--- src/rtl/factorial.sv ---
// ---------------------------------------------------------------------------
// factorial
//
// Bus-attached factorial accelerator. A host programs it through a small
// slave register window. Once started, it takes a shared bus as master, pops
// N values one at a time from an input FIFO, computes N! (unsigned, truncated
// to 64 bits) and pushes each result to an output FIFO as three words:
// N, result[63:32], result[31:0]. When the input FIFO reads empty, the engine
// releases the bus, sets done and raises an interrupt if enabled.
//
// Ports
//   clk        : single clock, all state on the rising edge
//   reset_n    : asynchronous active-low reset
//   S_sel      : slave select
//   S_wr       : slave write (1) / read (0)
//   S_address  : slave register address
//   S_din      : slave write data
//   S_dout     : slave read data (combinational, 0 when not reading)
//   M_grant    : bus grant from the arbiter
//   M_din      : master read data
//   M_req      : bus request
//   M_wr       : master write strobe
//   M_address  : master address
//   M_dout     : master write data
//   interrupt  : done & INT_ENABLE
//
// Slave map : 0x00 STATUS {done,busy}, 0x01 INT_ENABLE, 0x02 INT_CLEAR,
//             0x03 OP_START, 0x04 RESULT_HI, 0x05 RESULT_LO
// Master map: 0x00 in-FIFO data, 0x01 in-FIFO flags,
//             0x10 out-FIFO data, 0x11 out-FIFO flags (bit5 full, bit4 empty)
// ---------------------------------------------------------------------------
module factorial (
    input  logic        clk,
    input  logic        reset_n,
    input  logic        S_sel,
    input  logic        S_wr,
    input  logic [7:0]  S_address,
    input  logic [31:0] S_din,
    input  logic        M_grant,
    input  logic [31:0] M_din,
    output logic [31:0] S_dout,
    output logic        M_req,
    output logic        M_wr,
    output logic [7:0]  M_address,
    output logic [31:0] M_dout,
    output logic        interrupt
);

    // Slave register addresses
    localparam logic [7:0] REG_STATUS     = 8'h00;
    localparam logic [7:0] REG_INT_ENABLE = 8'h01;
    localparam logic [7:0] REG_INT_CLEAR  = 8'h02;
    localparam logic [7:0] REG_OP_START   = 8'h03;
    localparam logic [7:0] REG_RESULT_HI  = 8'h04;
    localparam logic [7:0] REG_RESULT_LO  = 8'h05;

    // Master bus addresses
    localparam logic [7:0] IN_DATA_ADDR   = 8'h00;
    localparam logic [7:0] IN_FLAG_ADDR_C = 8'h01;
    localparam logic [7:0] OUT_DATA_ADDR  = 8'h10;
    localparam logic [7:0] OUT_FLAG_ADDR_C = 8'h11;

    // Position of the empty bit in a FIFO flag word
    localparam int FLAG_EMPTY_BIT = 4;

    typedef enum logic [4:0] {
        IDLE,
        BUS_REQ,
        IN_FLAG_ADDR,
        IN_FLAG_CHK,
        N_ADDR,
        N_READ,
        MUL,
        SUB,
        BUS_REQ2,
        OUT_FLAG_ADDR,
        OUT_FLAG_CHK,
        WRITE2,
        WRITE1,
        WRITE0,
        RELEASE,
        DONE,
        INIT
    } state_t;

    state_t      state;
    state_t      next_state;

    logic        int_en;
    logic        done;
    logic        start_req;
    logic [31:0] n_val;
    logic [31:0] counter;
    logic [63:0] result;
    logic [31:0] result_hi;
    logic [31:0] result_lo;

    logic        slave_wr;
    logic        slave_rd;
    logic        start_wr;
    logic        clear_wr;
    logic        busy;
    logic        latch_result;
    logic [63:0] final_result;

    // Only bit0 of the write data is meaningful for every writable register.
    logic        unused_din;
    assign unused_din = ^S_din[31:1];

    // Truncated 64x32 unsigned product; wrap-around for N > 20 is intended.
    function automatic logic [63:0] mul_trunc(input logic [63:0] a,
                                              input logic [31:0] b);
        return a * {32'd0, b};
    endfunction

    assign slave_wr = S_sel & S_wr;
    assign slave_rd = S_sel & ~S_wr;
    assign start_wr = slave_wr && (S_address == REG_OP_START) && S_din[0];
    assign clear_wr = slave_wr && (S_address == REG_INT_CLEAR) && done;

    assign busy      = (state != IDLE) && (state != DONE);
    assign interrupt = done & int_en;

    // A result is committed when compute finishes. N <= 1 skips the loop,
    // so the committed value is the initial product of 1.
    assign latch_result = (next_state == BUS_REQ2) &&
                          ((state == N_READ) || (state == SUB));
    assign final_result = (state == N_READ) ? 64'd1 : result;

    // -----------------------------------------------------------------------
    // State register
    // -----------------------------------------------------------------------
    always_ff @(posedge clk or negedge reset_n) begin
        if (!reset_n) begin
            state <= IDLE;
        end else begin
            state <= next_state;
        end
    end

    // -----------------------------------------------------------------------
    // Next-state and master bus outputs
    // -----------------------------------------------------------------------
    always_comb begin
        next_state = state;
        M_req      = 1'b0;
        M_wr       = 1'b0;
        M_address  = 8'h00;
        M_dout     = 32'h0;

        case (state)
            IDLE: begin
                // start_req is the registered OP_START strobe, so the request
                // appears one cycle after the write is sampled.
                if (start_req) next_state = BUS_REQ;
            end

            BUS_REQ: begin
                M_req = 1'b1;
                if (M_grant) next_state = IN_FLAG_ADDR;
            end

            IN_FLAG_ADDR: begin
                M_req     = 1'b1;
                M_address = IN_FLAG_ADDR_C;
                if (M_grant) next_state = IN_FLAG_CHK;
            end

            IN_FLAG_CHK: begin
                M_req = 1'b1;
                if (M_din[FLAG_EMPTY_BIT]) next_state = RELEASE;
                else                       next_state = N_ADDR;
            end

            N_ADDR: begin
                M_req     = 1'b1;
                M_address = IN_DATA_ADDR;
                if (M_grant) next_state = N_READ;
            end

            N_READ: begin
                M_req = 1'b1;
                if (M_din <= 32'd1) next_state = BUS_REQ2;
                else                next_state = MUL;
            end

            MUL: begin
                next_state = SUB;
            end

            SUB: begin
                // counter is decremented at this edge; stop once it reaches 1.
                if (counter <= 32'd2) next_state = BUS_REQ2;
                else                  next_state = MUL;
            end

            BUS_REQ2: begin
                M_req = 1'b1;
                if (M_grant) next_state = OUT_FLAG_ADDR;
            end

            OUT_FLAG_ADDR: begin
                M_req     = 1'b1;
                M_address = OUT_FLAG_ADDR_C;
                if (M_grant) next_state = OUT_FLAG_CHK;
            end

            OUT_FLAG_CHK: begin
                // Keep the bus and poll again until the output FIFO drains.
                M_req = 1'b1;
                if (M_din[FLAG_EMPTY_BIT]) next_state = WRITE2;
                else                       next_state = OUT_FLAG_ADDR;
            end

            WRITE2: begin
                M_req     = 1'b1;
                M_address = OUT_DATA_ADDR;
                M_dout    = n_val;
                M_wr      = 1'b1;
                if (M_grant) next_state = WRITE1;
            end

            WRITE1: begin
                M_req     = 1'b1;
                M_address = OUT_DATA_ADDR;
                M_dout    = result_hi;
                M_wr      = 1'b1;
                if (M_grant) next_state = WRITE0;
            end

            WRITE0: begin
                M_req     = 1'b1;
                M_address = OUT_DATA_ADDR;
                M_dout    = result_lo;
                M_wr      = 1'b1;
                if (M_grant) next_state = IN_FLAG_ADDR;
            end

            RELEASE: begin
                next_state = DONE;
            end

            DONE: begin
                if (clear_wr) next_state = INIT;
            end

            INIT: begin
                next_state = IDLE;
            end

            default: begin
                next_state = IDLE;
            end
        endcase
    end

    // -----------------------------------------------------------------------
    // Host-visible control registers
    // -----------------------------------------------------------------------
    always_ff @(posedge clk or negedge reset_n) begin
        if (!reset_n) begin
            int_en    <= 1'b0;
            start_req <= 1'b0;
            done      <= 1'b0;
        end else begin
            if (slave_wr && (S_address == REG_INT_ENABLE)) begin
                int_en <= S_din[0];
            end
            start_req <= start_wr && (state == IDLE);
            if (state == RELEASE) begin
                done <= 1'b1;
            end else if (state == INIT) begin
                done <= 1'b0;
            end
        end
    end

    // -----------------------------------------------------------------------
    // Compute datapath and result registers
    // -----------------------------------------------------------------------
    always_ff @(posedge clk or negedge reset_n) begin
        if (!reset_n) begin
            n_val     <= 32'h0;
            counter   <= 32'h0;
            result    <= 64'h0;
            result_hi <= 32'h0;
            result_lo <= 32'h0;
        end else begin
            case (state)
                N_READ: begin
                    n_val   <= M_din;
                    counter <= M_din;
                    result  <= 64'd1;
                end
                MUL: begin
                    result <= mul_trunc(result, counter);
                end
                SUB: begin
                    counter <= counter - 32'd1;
                end
                INIT: begin
                    n_val     <= 32'h0;
                    counter   <= 32'h0;
                    result    <= 64'h0;
                    result_hi <= 32'h0;
                    result_lo <= 32'h0;
                end
                default: begin
                end
            endcase

            if (latch_result) begin
                result_hi <= final_result[63:32];
                result_lo <= final_result[31:0];
            end
        end
    end

    // -----------------------------------------------------------------------
    // Slave read mux
    // -----------------------------------------------------------------------
    always_comb begin
        S_dout = 32'h0;
        if (slave_rd) begin
            case (S_address)
                REG_STATUS:     S_dout = {30'h0, done, busy};
                REG_INT_ENABLE: S_dout = {31'h0, int_en};
                REG_INT_CLEAR:  S_dout = {31'h0, done};
                REG_RESULT_HI:  S_dout = result_hi;
                REG_RESULT_LO:  S_dout = result_lo;
                default:        S_dout = 32'h0;
            endcase
        end
    end

endmodule

--- config.mk ---
export PLATFORM = sky130hd
export DESIGN_NAME = factorial
export DESIGN_NICKNAME = d
export VERILOG_FILES = /design/src/rtl/factorial.sv
export SDC_FILE = /design/constraint.sdc
export NUM_CORES = 2
export LEC_CHECK = 0
export ABC_AREA = 0
export CAP_MARGIN = 10
export CELL_PAD_IN_SITES_DETAIL_PLACEMENT = 0
export CELL_PAD_IN_SITES_GLOBAL_PLACEMENT = 1
export CORE_MARGIN = 10
export CORE_UTILIZATION = 35
export DETAILED_ROUTE_END_ITERATION = 8
export PLACE_DENSITY = 0.66
export REMOVE_ABC_BUFFERS = 1
export SLEW_MARGIN = 15
export SYNTH_ARGS = -nofsm -noshare
export SYNTH_HDL_FRONTEND = slang
export SYNTH_SLANG_ARGS = --single-unit
--- constraint.sdc ---
create_clock -name clk -period 9.85 [get_ports clk]
set_input_delay 0.985 -clock clk [delete_from_list [all_inputs] [get_ports clk]]
set_output_delay 0.985 -clock clk [all_outputs]
set_load 0.01 [all_outputs]
==> metrics.md <==
| Metric | Value |
|---|---|
| FMAX | 111 MHz |
| Sequential fraction of the synthesis area | 9.03% |
| Fin crit share | 91.2% |
| Post-route DRC | 0 |
| Buf/Inv on CP | 3 |
| Drt first pass iters | 9 |
| Final-report setup violation count | 0 |
| Core Rows | 145 |
| RSZ-0062 raised after global routing | false |
| Initial antenna violation count | 7 |
| Largest stage delay, worst path | 1110 ps |
| Cell area after synthesis | 55400 um2 |
| Main synth FF type | dfrtp_1 |
| Worst Tran Pin Value | 1190 ps |
| P&R area growth vs syn | 7.13% |
| Die area | 175000 um2 |
| Max Slew Vio Count | 0 |
| WL/cell | 23.0 um |
| Starting Density | 35.4% |
| Crit. End Element | flop |
| Final Hold Vio Count | 0 |
| Syn Inst Count | 6192 |
| Total CTS buffers | 17 |
| Clock-pin slew on the worst setup and hold paths | 90 ps |
| Reg2Reg Depth | 23 |
| Largest delay share family, worst path | adder cells |
| Reg-to-reg endpoint | result[58]$_DFFE_PN0P_ |
| Total number of vias | 41800 |
| Critical-path cell list | nand2_1 > fa_1 > inv_1 > fa_1 > fa_1 > inv_1 > fa_1 > inv_1 > fa_1 > fa_1 > fa_1 > fa_1 > ha_1 > nand2_1 > o21ai_0 > a21oi_1 > o31ai_1 > a31oi_1 > o21ai_0 > o21bai_1 > a21boi_0 > mux2i_1 > nand2_1 |
| Final WL | 187000 um |
| Status | complete, no violations |
| Largest net degree at the start of global routing | 88 |
| Mean Syn Cell Area | 8.95 um2 |
| Critical Path Start | counter[5]$_DFFE_PN0P_ |
| Post-cts resize count | 0 |
| Most used cell, CP | fa_1 |
| IO Pins | 152 |
| Yosys cell types | 78 |
| Slew HR | 20.6% |
| Die span in y | 418 um |
| 1st-iter DRT viols | 3253 |
| Setup TNS | 0 ps |
| Critical Path AT | 9400 ps |
| Commonest non-fill, non-tap cells in the layout | fa_1, inv_1, nand2_1, and2_1, dfrtp_1 |
| MaxCap Viol Count | 0 |
| Gpl congestion | 0.922 |
| Port bufs | 114 |
| Worst skew pair latency | 530 ps |
| Required time of the critical path | 10270 ps |
| Startpoint Class | flop |
| Max FO, Critical Path | 38 |
| CTS tree | yes |
| Clk sinks | 200 |
| Share of cells above drive strength 1 | 4.07% |
| Maximum clock insertion buffer count | 2 |
| Post-synth EDFFs | 0 |
| Antenna Nets Post-Route | 0 |
| Yosys reg bits | 200 |
| Post-DP HPWL | 147000 um |
| Setup Buffers After CTS | 0 |
| H-tree levels | 4 |
| Clk_skew | 23.7 ps |
| # nets final | 7651 |
| DR vias/cell | 5.15 |
| Number of global-route vias before repair | 45300 |
| Worst reg2reg startpoint | counter[5]$_DFFE_PN0P_ |
| Syn. warnings | 0 |
| Hold Buf Count CTS | 0 |
| Core area | 157000 um2 |
| Most common cell after layout, fill and taps aside | fa_1 |
| Die Wd | 418 um |
| Clock root buffer | clkbuf_16 |
| Gr usage total | 21.7% |
| Tmin final | 8980 ps |
| Hold Path Class | primary input to async pin |
| Fraction of registers with async set/reset | 100% |
| First-pass GRT wire length | 289000 um |
| Crit-path slowest cell | dfrtp_2 |
| Number of cells on the critical path | 23 |
| Aggregate global routing overflow | 0 |
| Worst Path Class, Setup | flop to flop |
| Crit path to | result[58]$_DFFE_PN0P_ |
| R2R setup slack | 870 ps |
-- synth_stat cells (9+ instances only) --
library cell / instances / area (um2)
o31ai_1: 9 / 67.6
dfrtp_1: 200 / 5000
nand4_1: 23 / 144
fa_1: 1368 / 27400
clkbuf_1: 394 / 1480
a31oi_1: 17 / 106
a222oi_1: 32 / 320
nand2_1: 1119 / 4200
nor3_1: 30 / 150
a22oi_1: 38 / 285
xnor2_1: 73 / 639
nand3_1: 17 / 85.1
and3_1: 11 / 68.8
nor2_1: 115 / 432
xor2_1: 36 / 315
o21ai_1: 11 / 55.1
nor2b_1: 10 / 62.6
nor4_1: 19 / 119
and2_1: 605 / 3780
a21oi_1: 129 / 646
inv_1: 1345 / 5050
a32oi_1: 11 / 96.3
o21ai_0: 129 / 646
ha_1: 157 / 1960
a22o_1: 85 / 744
o21bai_1: 12 / 90.1
buf_1: 30 / 113
nand2b_1: 12 / 75.1
a21o_1: 40 / 300
-- worst min path at each step --
stage	cells past startpoint	endpoint	slack [ps]
after floorplan	1	n_val[1]$_DFFE_PN0P_	460
after global placement	1	n_val[1]$_DFFE_PN0P_	480
after detailed placement	1	n_val[2]$_DFFE_PN0P_	490
after CTS	1	n_val[6]$_DFFE_PN0P_	500
after global routing	1	n_val[1]$_DFFE_PN0P_	520
final	1	n_val[7]$_DFFE_PN0P_	470
-- layout make-up --
class                           count  area (um2)
Fill cell                       16100       97400
Multi-Input combinational cell   4213       43800
Inverter                         1346        5050
Sequential cell                   200        5040
Tap cell                         2058        2570
Timing Repair Buffer              271        2360
Clock buffer                       17         425
Clock inverter                     15         155
Antenna cell                        1        2.50
-- logic make-up after synthesis --
group,share of synthesized area [%]
xor gates and xnor gates,1.72
AOI/OAI and AO/OA,7.11
buffers and inverters,12.1
muxes,0.167
adders and majority gates,53.0
DFF,9.03
and+or+nand+nor,16.9
other,0.00677
-- sequential cells by signal, summed over array words and instances, names as in the netlist, 5 cells and up --
signal     flops
result_hi     32
counter       32
result        64
state          5
result_lo     32
n_val         32
-- routing by layer --
metal	share of wire [%]	GRT usage, %
met3	4.7	2.08
met5	0	0
met1	41	28.0
met4	3.8	7.07
met2	51	38.3
-- metrics by stage --
stage | hold WS [ps] | area [um2] | setup WS (ps) | std cells | utilization [%]
after floorplan | 465 | 53800 | 1920 | 5759 | -
after global placement | 485 | 58800 | 1050 | 8088 | 37.5
after detailed placement | 490 | 58800 | 989 | 8088 | 37.5
after CTS | 500 | 59400 | 976 | 8120 | 37.9
after global routing | 519 | 59400 | 504 | 8120 | 37.9
final | 470 | 59400 | 866 | 8121 | 37.9
Power is left out: the tool's default activity adds up to more than one toggle a clock period on the data nets, which glitch-free logic cannot reach.
